===== config.mk =====
export PLATFORM = sky130hd
export DESIGN_NAME = lvds_power_seq
export DESIGN_NICKNAME = d
export VERILOG_FILES = /design/src/rtl/lvds_pkg.sv /design/src/rtl/lvds_ms_timer.sv /design/src/rtl/lvds_power_seq.sv
export SDC_FILE = /design/constraint.sdc
export NUM_CORES = 1
export LEC_CHECK = 0
export ABC_AREA = 0
export CAP_MARGIN = 15
export CORE_ASPECT_RATIO = 1.75
export CORE_UTILIZATION = 25
export DETAILED_ROUTE_END_ITERATION = 8
export REMOVE_ABC_BUFFERS = 1
export SKIP_CTS_REPAIR_TIMING = 1
export SYNTH_ARGS = -nofsm -noshare
export SYNTH_HDL_FRONTEND = slang
export SYNTH_SLANG_ARGS = --single-unit

===== constraint.sdc =====
create_clock -name i_clk -period 8.33 [get_ports i_clk]
set_input_delay 2.499 -clock i_clk [delete_from_list [all_inputs] [get_ports i_clk]]
set_output_delay 2.499 -clock i_clk [all_outputs]
set_load 0.01 [all_outputs]

===== src/rtl/lvds_pkg.sv =====
// LVDS panel power sequencer: shared state encoding
// and default panel timing constants.
package lvds_pkg;

  typedef enum logic [2:0] {
    ST_OFF      = 3'd0,
    ST_VDD_ON   = 3'd1,
    ST_LINK_ON  = 3'd2,
    ST_RUN      = 3'd3,
    ST_BL_OFF   = 3'd4,
    ST_LINK_OFF = 3'd5,
    ST_COOLDOWN = 3'd6
  } lvds_state_e;

  localparam int DEF_CLK_KHZ = 51429;
  localparam int DEF_T2_MS   = 20;
  localparam int DEF_T3_MS   = 250;
  localparam int DEF_T4_MS   = 250;
  localparam int DEF_T5_MS   = 20;
  localparam int DEF_T7_MS   = 1000;

  localparam int MS_W = 16;

endpackage


===== src/rtl/lvds_ms_timer.sv =====
// Millisecond dwell timer: prescaler plus ms counter,
// cleared on restart; expired flags the last cycle.
module lvds_ms_timer
  import lvds_pkg::*;
#(
  parameter int CLK_KHZ = DEF_CLK_KHZ
) (
  input  logic            clk,
  input  logic            rst,
  input  logic            restart,
  input  logic [MS_W-1:0] target_ms,
  output logic            expired
);

  localparam int PW =
    (CLK_KHZ > 1) ? $clog2(CLK_KHZ) : 1;
  localparam logic [PW-1:0] PRE_MAX =
    PW'(CLK_KHZ - 1);

  logic [PW-1:0]   pre_q, pre_d;
  logic [MS_W-1:0] ms_q, ms_d;

  always_comb begin
    pre_d = pre_q + 1'b1;
    ms_d  = ms_q;
    if (pre_q == PRE_MAX) begin
      pre_d = '0;
      ms_d  = ms_q + 1'b1;
    end
    if (restart) begin
      pre_d = '0;
      ms_d  = '0;
    end
  end

  always_ff @(posedge clk) begin
    if (rst) begin
      pre_q <= '0;
      ms_q  <= '0;
    end else begin
      pre_q <= pre_d;
      ms_q  <= ms_d;
    end
  end

  // High in the cycle before the exit edge, so the
  // dwell is exactly target*CLK_KHZ cycles (min 1).
  always_comb begin
    expired = (target_ms == '0) ||
              ((ms_q == target_ms - 1'b1) &&
               (pre_q == PRE_MAX));
  end

endmodule


===== src/rtl/lvds_power_seq.sv =====
// LVDS panel power sequencer: VDD, link and backlight
// ordering with timed dwells and drop handling.
module lvds_power_seq
  import lvds_pkg::*;
#(
  parameter int CLK_KHZ = DEF_CLK_KHZ,
  parameter int T2_MS   = DEF_T2_MS,
  parameter int T3_MS   = DEF_T3_MS,
  parameter int T4_MS   = DEF_T4_MS,
  parameter int T5_MS   = DEF_T5_MS,
  parameter int T7_MS   = DEF_T7_MS
) (
  input  logic       i_clk,
  input  logic       i_reset,
  input  logic       i_enable,
  input  logic       i_pll_lock,
  output logic       o_vdd_en,
  output logic       o_lvds_resetn,
  output logic       o_bl_en,
  output logic       o_ready,
  output logic [2:0] o_state
);

  lvds_state_e     state_q, state_d;
  logic            vdd_en_q, vdd_en_d;
  logic            resetn_q, resetn_d;
  logic            bl_en_q, bl_en_d;
  logic            ready_q, ready_d;
  logic            drop;
  logic            expired;
  logic            restart;
  logic [MS_W-1:0] target_ms;

  assign drop = !i_enable || !i_pll_lock;

  always_comb begin
    target_ms = '0;
    unique case (state_q)
      ST_VDD_ON:   target_ms = MS_W'(T2_MS);
      ST_LINK_ON:  target_ms = MS_W'(T3_MS);
      ST_BL_OFF:   target_ms = MS_W'(T4_MS);
      ST_LINK_OFF: target_ms = MS_W'(T5_MS);
      ST_COOLDOWN: target_ms = MS_W'(T7_MS);
      default:     target_ms = '0;
    endcase
  end

  // Drop is checked first so it wins over expiry.
  always_comb begin
    state_d = state_q;
    unique case (state_q)
      ST_OFF:
        if (!drop) state_d = ST_VDD_ON;
      ST_VDD_ON:
        if (drop)         state_d = ST_COOLDOWN;
        else if (expired) state_d = ST_LINK_ON;
      ST_LINK_ON:
        if (drop)         state_d = ST_LINK_OFF;
        else if (expired) state_d = ST_RUN;
      ST_RUN:
        if (drop) state_d = ST_BL_OFF;
      ST_BL_OFF:
        if (expired) state_d = ST_LINK_OFF;
      ST_LINK_OFF:
        if (expired) state_d = ST_COOLDOWN;
      ST_COOLDOWN:
        if (expired) state_d = ST_OFF;
      default:
        state_d = ST_OFF;
    endcase
  end

  always_comb begin
    vdd_en_d = (state_d != ST_OFF) &&
               (state_d != ST_COOLDOWN);
    resetn_d = (state_d == ST_LINK_ON) ||
               (state_d == ST_RUN) ||
               (state_d == ST_BL_OFF);
    bl_en_d  = (state_d == ST_RUN);
    ready_d  = (state_d == ST_RUN);
  end

  assign restart = (state_d != state_q);

  always_ff @(posedge i_clk) begin
    if (i_reset) begin
      state_q  <= ST_OFF;
      vdd_en_q <= 1'b0;
      resetn_q <= 1'b0;
      bl_en_q  <= 1'b0;
      ready_q  <= 1'b0;
    end else begin
      state_q  <= state_d;
      vdd_en_q <= vdd_en_d;
      resetn_q <= resetn_d;
      bl_en_q  <= bl_en_d;
      ready_q  <= ready_d;
    end
  end

  lvds_ms_timer #(
    .CLK_KHZ(CLK_KHZ)
  ) u_timer (
    .clk      (i_clk),
    .rst      (i_reset),
    .restart  (restart),
    .target_ms(target_ms),
    .expired  (expired)
  );

  assign o_vdd_en      = vdd_en_q;
  assign o_lvds_resetn = resetn_q;
  assign o_bl_en       = bl_en_q;
  assign o_ready       = ready_q;
  assign o_state       = state_q;

endmodule

==> results <==
- Yosys attributes the largest share of cell area to sky130_fd_sc_hd__dfxtp_1, sky130_fd_sc_hd__nor3_2, sky130_fd_sc_hd__xnor2_1, sky130_fd_sc_hd__xor2_1, sky130_fd_sc_hd__nor3_1.
- In the final layout, the share of cells above drive strength 1 is 0.149.
- The post-synthesis sequential element count is 38.
- The total setup violations reported at the end of the flow is 0.
- The cell taking the most area after synthesis is sky130_fd_sc_hd__dfxtp_1.
- The number of sinks handled by clock tree synthesis is 38.
- In this run the horizontal extent of the chip is 74.8 um.
- For this run, global-route usage on met3 was measured as 0.0288.
- The later pin in the worst-skew pair is clocked with a latency of 280 ps.
- Synthesis handed over a netlist of 256 instances.
- The endpoint type of the worst setup path is a flop.
- IR analysis of the VDD net gives a maximum drop of 0.0000899 V.
- The highest net fanout along the worst path is 32.
- The floorplan has 46 rows.
- For this run, global-route usage on met1 was measured as 0.105.
- The detail-routed net length per standard cell is 12.6 um.
- The first global-routing pass estimated 8.36 mm of wire.
- Cell internal power was estimated by the tool at 0.363 mW.
- The part of the total power dissipated in sequential elements is 0.390.
- The flow ran to the end, and the final reports show no timing, DRC or antenna violations.
- The number of levels in the clock H-tree is 2.
- The total standard cell area after synthesis is 2320 sq um.
- In this run the power density over the cells is 189 nW/um^2.
- The routability congestion estimate is 0.797.
- Clock-pin slew was measured on the worst setup and hold paths at 60 ps.
- After synthesis, the mean cell area works out to 9.05 sq um.
- The longest clock path from root to sink contains 2 buffers.
- The clock tree root driver cell is sky130_fd_sc_hd__clkbuf_16.
- The area of all placed cells without fillers is 2640 sq um.
- The worst setup path is of the input pin to flop kind.
- The number of buffers and inverters on the critical path is 1.
- The met2 capacity usage during global routing is 0.217.
- In the routed design, unresolved DRC markers number 0.
- The number of search-and-repair iterations in the first detailed-routing pass is 4.
- The critical path launch point type is an input pin.
- The share of total power dissipated in combinational logic is 0.166.
- 0 antenna diodes ended up in the layout.
- The slowest stage of the critical path belongs to the cell sky130_fd_sc_hd__a21oi_4.
- During synthesis, Yosys emitted a total of 0 warnings.
- The effective utilization at floorplan is 0.256.
- Of the total power, the share spent switching nets is 0.273.
- The number of clock buffers inserted by TritonCTS is 5.
- The count of nets left with antenna violations once routing finished came out at 0.
- The tool flagged a number of max-cap violations equal to 0.
- The violation count after the first detailed-routing iteration is 88.
- The number of max-slew violations in the final report is 0.
- The number of antenna violations at the first check in global routing was 0.
- Summed over all nets, the half-perimeter wirelength after detailed placement is 3.47 mm.
- Summed over all cells, the static leakage comes to 0.804 nW.
- The die extent in y is 129 um.
- At the end of the flow, the number of nets in the layout was 273.
- The TritonCTS clock tree is done.
- The number of vias per cell after detailed routing is 4.78.
- Wires add up to 4.81 mm.
- 11 I/O pins were placed.
- Relative to the synthesized area, the layout overhead comes to 14.2%.
- On the critical path the largest part of the delay comes from compound AO/OA/AOI/OAI gates.
- Between clock sinks in the finished design, the worst skew comes to 7.56 ps.
- The global route total overflow is 0.
- The class of the worst hold path is flop to flop.
- The overall routing resource usage is 0.113.
- The post-synthesis compound-gate area fraction is 0.0999.
- The total via count in the routed design is 1826.
- The number of global-route vias before repair is 1885.
- In the final timing run, aggregate negative setup slack is 0 ps.
- The share of the Yosys chip area taken by registers is 0.328.
- In the finished design, the share of the clock period the worst path needs comes to 0.510.
- The adder-cell share of the synthesized area is 0.0378.
- In the final layout, flip-flops and latches occupy 761 sq um.
- Setup repair after global routing left no endpoint under its margin.
- The switching power is 0.136 mW.
- The signal on the critical path passes through clkdlybuf4s50_1, nand2_1, a21oi_1, nor2_1, a21oi_4, nor3_1.
- Of the post-synthesis cell area, the part taken by muxes is 0.00432.
- For this run, the top clock speed supported by timing is 0.235 GHz.
- Summing all multi-input logic gate instances after layout gives 1400 sq um.
- The parity-gate share of the synthesized area counting xor and xnor cells is 0.136.
- For the pin with the worst max-slew slack, the measured transition is 1130 ps.
- The count of buffers added on input and output ports is 10.
- The largest family of logic cells by synthesized area is simple AND/OR/NAND/NOR gates.
- Fill cells in the final layout number 970.
- The proportion of register bits with asynchronous set or reset after synthesis is 0.
- The number of distinct library cells after synthesis is 53.
- The register-to-register setup slack is 4450 ps.
- The most utilized layer in the global route result is met2.
- The largest net degree at the start of global routing is 33.
- The number of hold-slack violations in the final timing report came to 0.
- The final critical delay including setup and external delays is 4250 ps.
- Of the total power, the clock network draws 0.444.
- The area share of the largest cell type after synthesis is 0.328.
- The die covers 9670 sq um.
- The largest single stage delay on the critical path is 880 ps.
- The data required time at the worst endpoint is 8450 ps.
- The instance area after placement is 2470 sq um.
- Yosys mapped a number of flops with a built-in enable equal to 0.
- The worst max-slew margin expressed relative to the limit is 0.244.
- The placeable core area is 9040 sq um.
- Data arrives at the worst endpoint at 4360 ps.
- Of the total synthesized cell area, the portion taken by AND, OR, NAND and NOR gates is 0.328.
- The prevailing post-synth register cell is sky130_fd_sc_hd__dfxtp_1.
==> cells in the mapped netlist (4+ instances only) <==
master                     number
sky130_fd_sc_hd__o21ai_0        5
sky130_fd_sc_hd__nand4_1        7
sky130_fd_sc_hd__xor2_1        15
sky130_fd_sc_hd__xnor2_1       21
sky130_fd_sc_hd__nor4_1         4
sky130_fd_sc_hd__a21oi_1        6
sky130_fd_sc_hd__nor3_1        18
sky130_fd_sc_hd__dfxtp_1       38
sky130_fd_sc_hd__inv_1         14
sky130_fd_sc_hd__ha_1           7
sky130_fd_sc_hd__o211ai_1       4
sky130_fd_sc_hd__nor2_1        11
sky130_fd_sc_hd__nand2_1       18
sky130_fd_sc_hd__nand3_1       14
sky130_fd_sc_hd__nor3_2        20
==> flip-flops by register name, summed over array words and instances (netlist names) <==
register,count
o_vdd_en,1
u_timer.pre_q,16
o_state,3
u_timer.ms_q,16
o_ready,1
o_lvds_resetn,1
==> metrics by stage <==
step	power [mW]	cells	hold WS [ps]	setup WS, ps	utilization
after floorplan	0.258	244	470	4550	-
after global placement	0.280	375	494	3820	0.274
after detailed placement	0.282	375	510	3760	0.274
after CTS	0.506	382	522	4040	0.293
after global routing	0.524	382	557	3900	0.293
final	0.499	382	524	4080	0.293
==> cell type report <==
type / count / area share
clock inverter: 1 / 0.0114
timing repair buffer: 11 / 0.0407
multi-input combinational: 192 / 0.531
inverter: 14 / 0.0199
clock buffer: 6 / 0.0525
tap: 120 / 0.0568
sequential: 38 / 0.288
==> cell usage in the layout (no fill, tap or decap), types with 2 or more instances in the layout <==
| master | n |
|---|---|
| sky130_fd_sc_hd__a211oi_1 | 2 |
| sky130_fd_sc_hd__nand4b_1 | 2 |
| sky130_fd_sc_hd__o21ai_0 | 5 |
| sky130_fd_sc_hd__a31oi_1 | 3 |
| sky130_fd_sc_hd__nor4_1 | 4 |
| sky130_fd_sc_hd__nor3_1 | 18 |
| sky130_fd_sc_hd__o31ai_1 | 2 |
| sky130_fd_sc_hd__or4_1 | 2 |
| sky130_fd_sc_hd__inv_1 | 14 |
| sky130_fd_sc_hd__clkdlybuf4s50_1 | 10 |
| sky130_fd_sc_hd__ha_1 | 7 |
| sky130_fd_sc_hd__nor2_1 | 11 |
| sky130_fd_sc_hd__xnor2_1 | 21 |
| sky130_fd_sc_hd__and3_1 | 2 |
| sky130_fd_sc_hd__nand3_1 | 14 |
| sky130_fd_sc_hd__xor2_1 | 15 |
| sky130_fd_sc_hd__and2_1 | 2 |
| sky130_fd_sc_hd__nand4_1 | 7 |
| sky130_fd_sc_hd__clkbuf_16 | 5 |
| sky130_fd_sc_hd__nand2_1 | 18 |
| sky130_fd_sc_hd__and4_1 | 2 |
| sky130_fd_sc_hd__or4_4 | 2 |
| sky130_fd_sc_hd__a21oi_1 | 6 |
| sky130_fd_sc_hd__dfxtp_1 | 38 |
| sky130_fd_sc_hd__o211ai_1 | 4 |
| sky130_fd_sc_hd__nor3_2 | 20 |
==> logic make-up (layout without fill, tap and decap cells) <==
logic type,Yosys count,after routing
flops,38,38
fa+ha+maj,7,7
xor+xnor,36,36
buf+inv,26,32
simple gates,118,118
compound gates,30,30
mux,1,1
==> per-layer routing <==
layer	routed length, um	vias up
met5	0	-
met4	140	0
met3	121	10
met2	2650	28
met1	1890	861
li1	-	927
==> power by group through the flow <==
stage               combinational (mW)  clock [mW]  sequential [mW]
global placement                0.0820           0            0.198
floorplan                       0.0602           0            0.198
global route                    0.0946       0.234            0.195
CTS                             0.0846       0.227            0.194
finish                          0.0828       0.222            0.194
detailed placement              0.0836           0            0.198
==> worst paths after layout <==
kind                               start                     endpoint  depth (start not counted)
max reg2reg        o_state[2]$_SDFF_PP0_  u_timer.pre_q[2]$_SDFF_PP0_                         12
min          u_timer.pre_q[0]$_SDFF_PP0_  u_timer.pre_q[0]$_SDFF_PP0_                          1
min reg2reg  u_timer.pre_q[0]$_SDFF_PP0_  u_timer.pre_q[0]$_SDFF_PP0_                          1
max                             i_enable  u_timer.pre_q[2]$_SDFF_PP0_                          6
(Power assumes the default switching activity.)
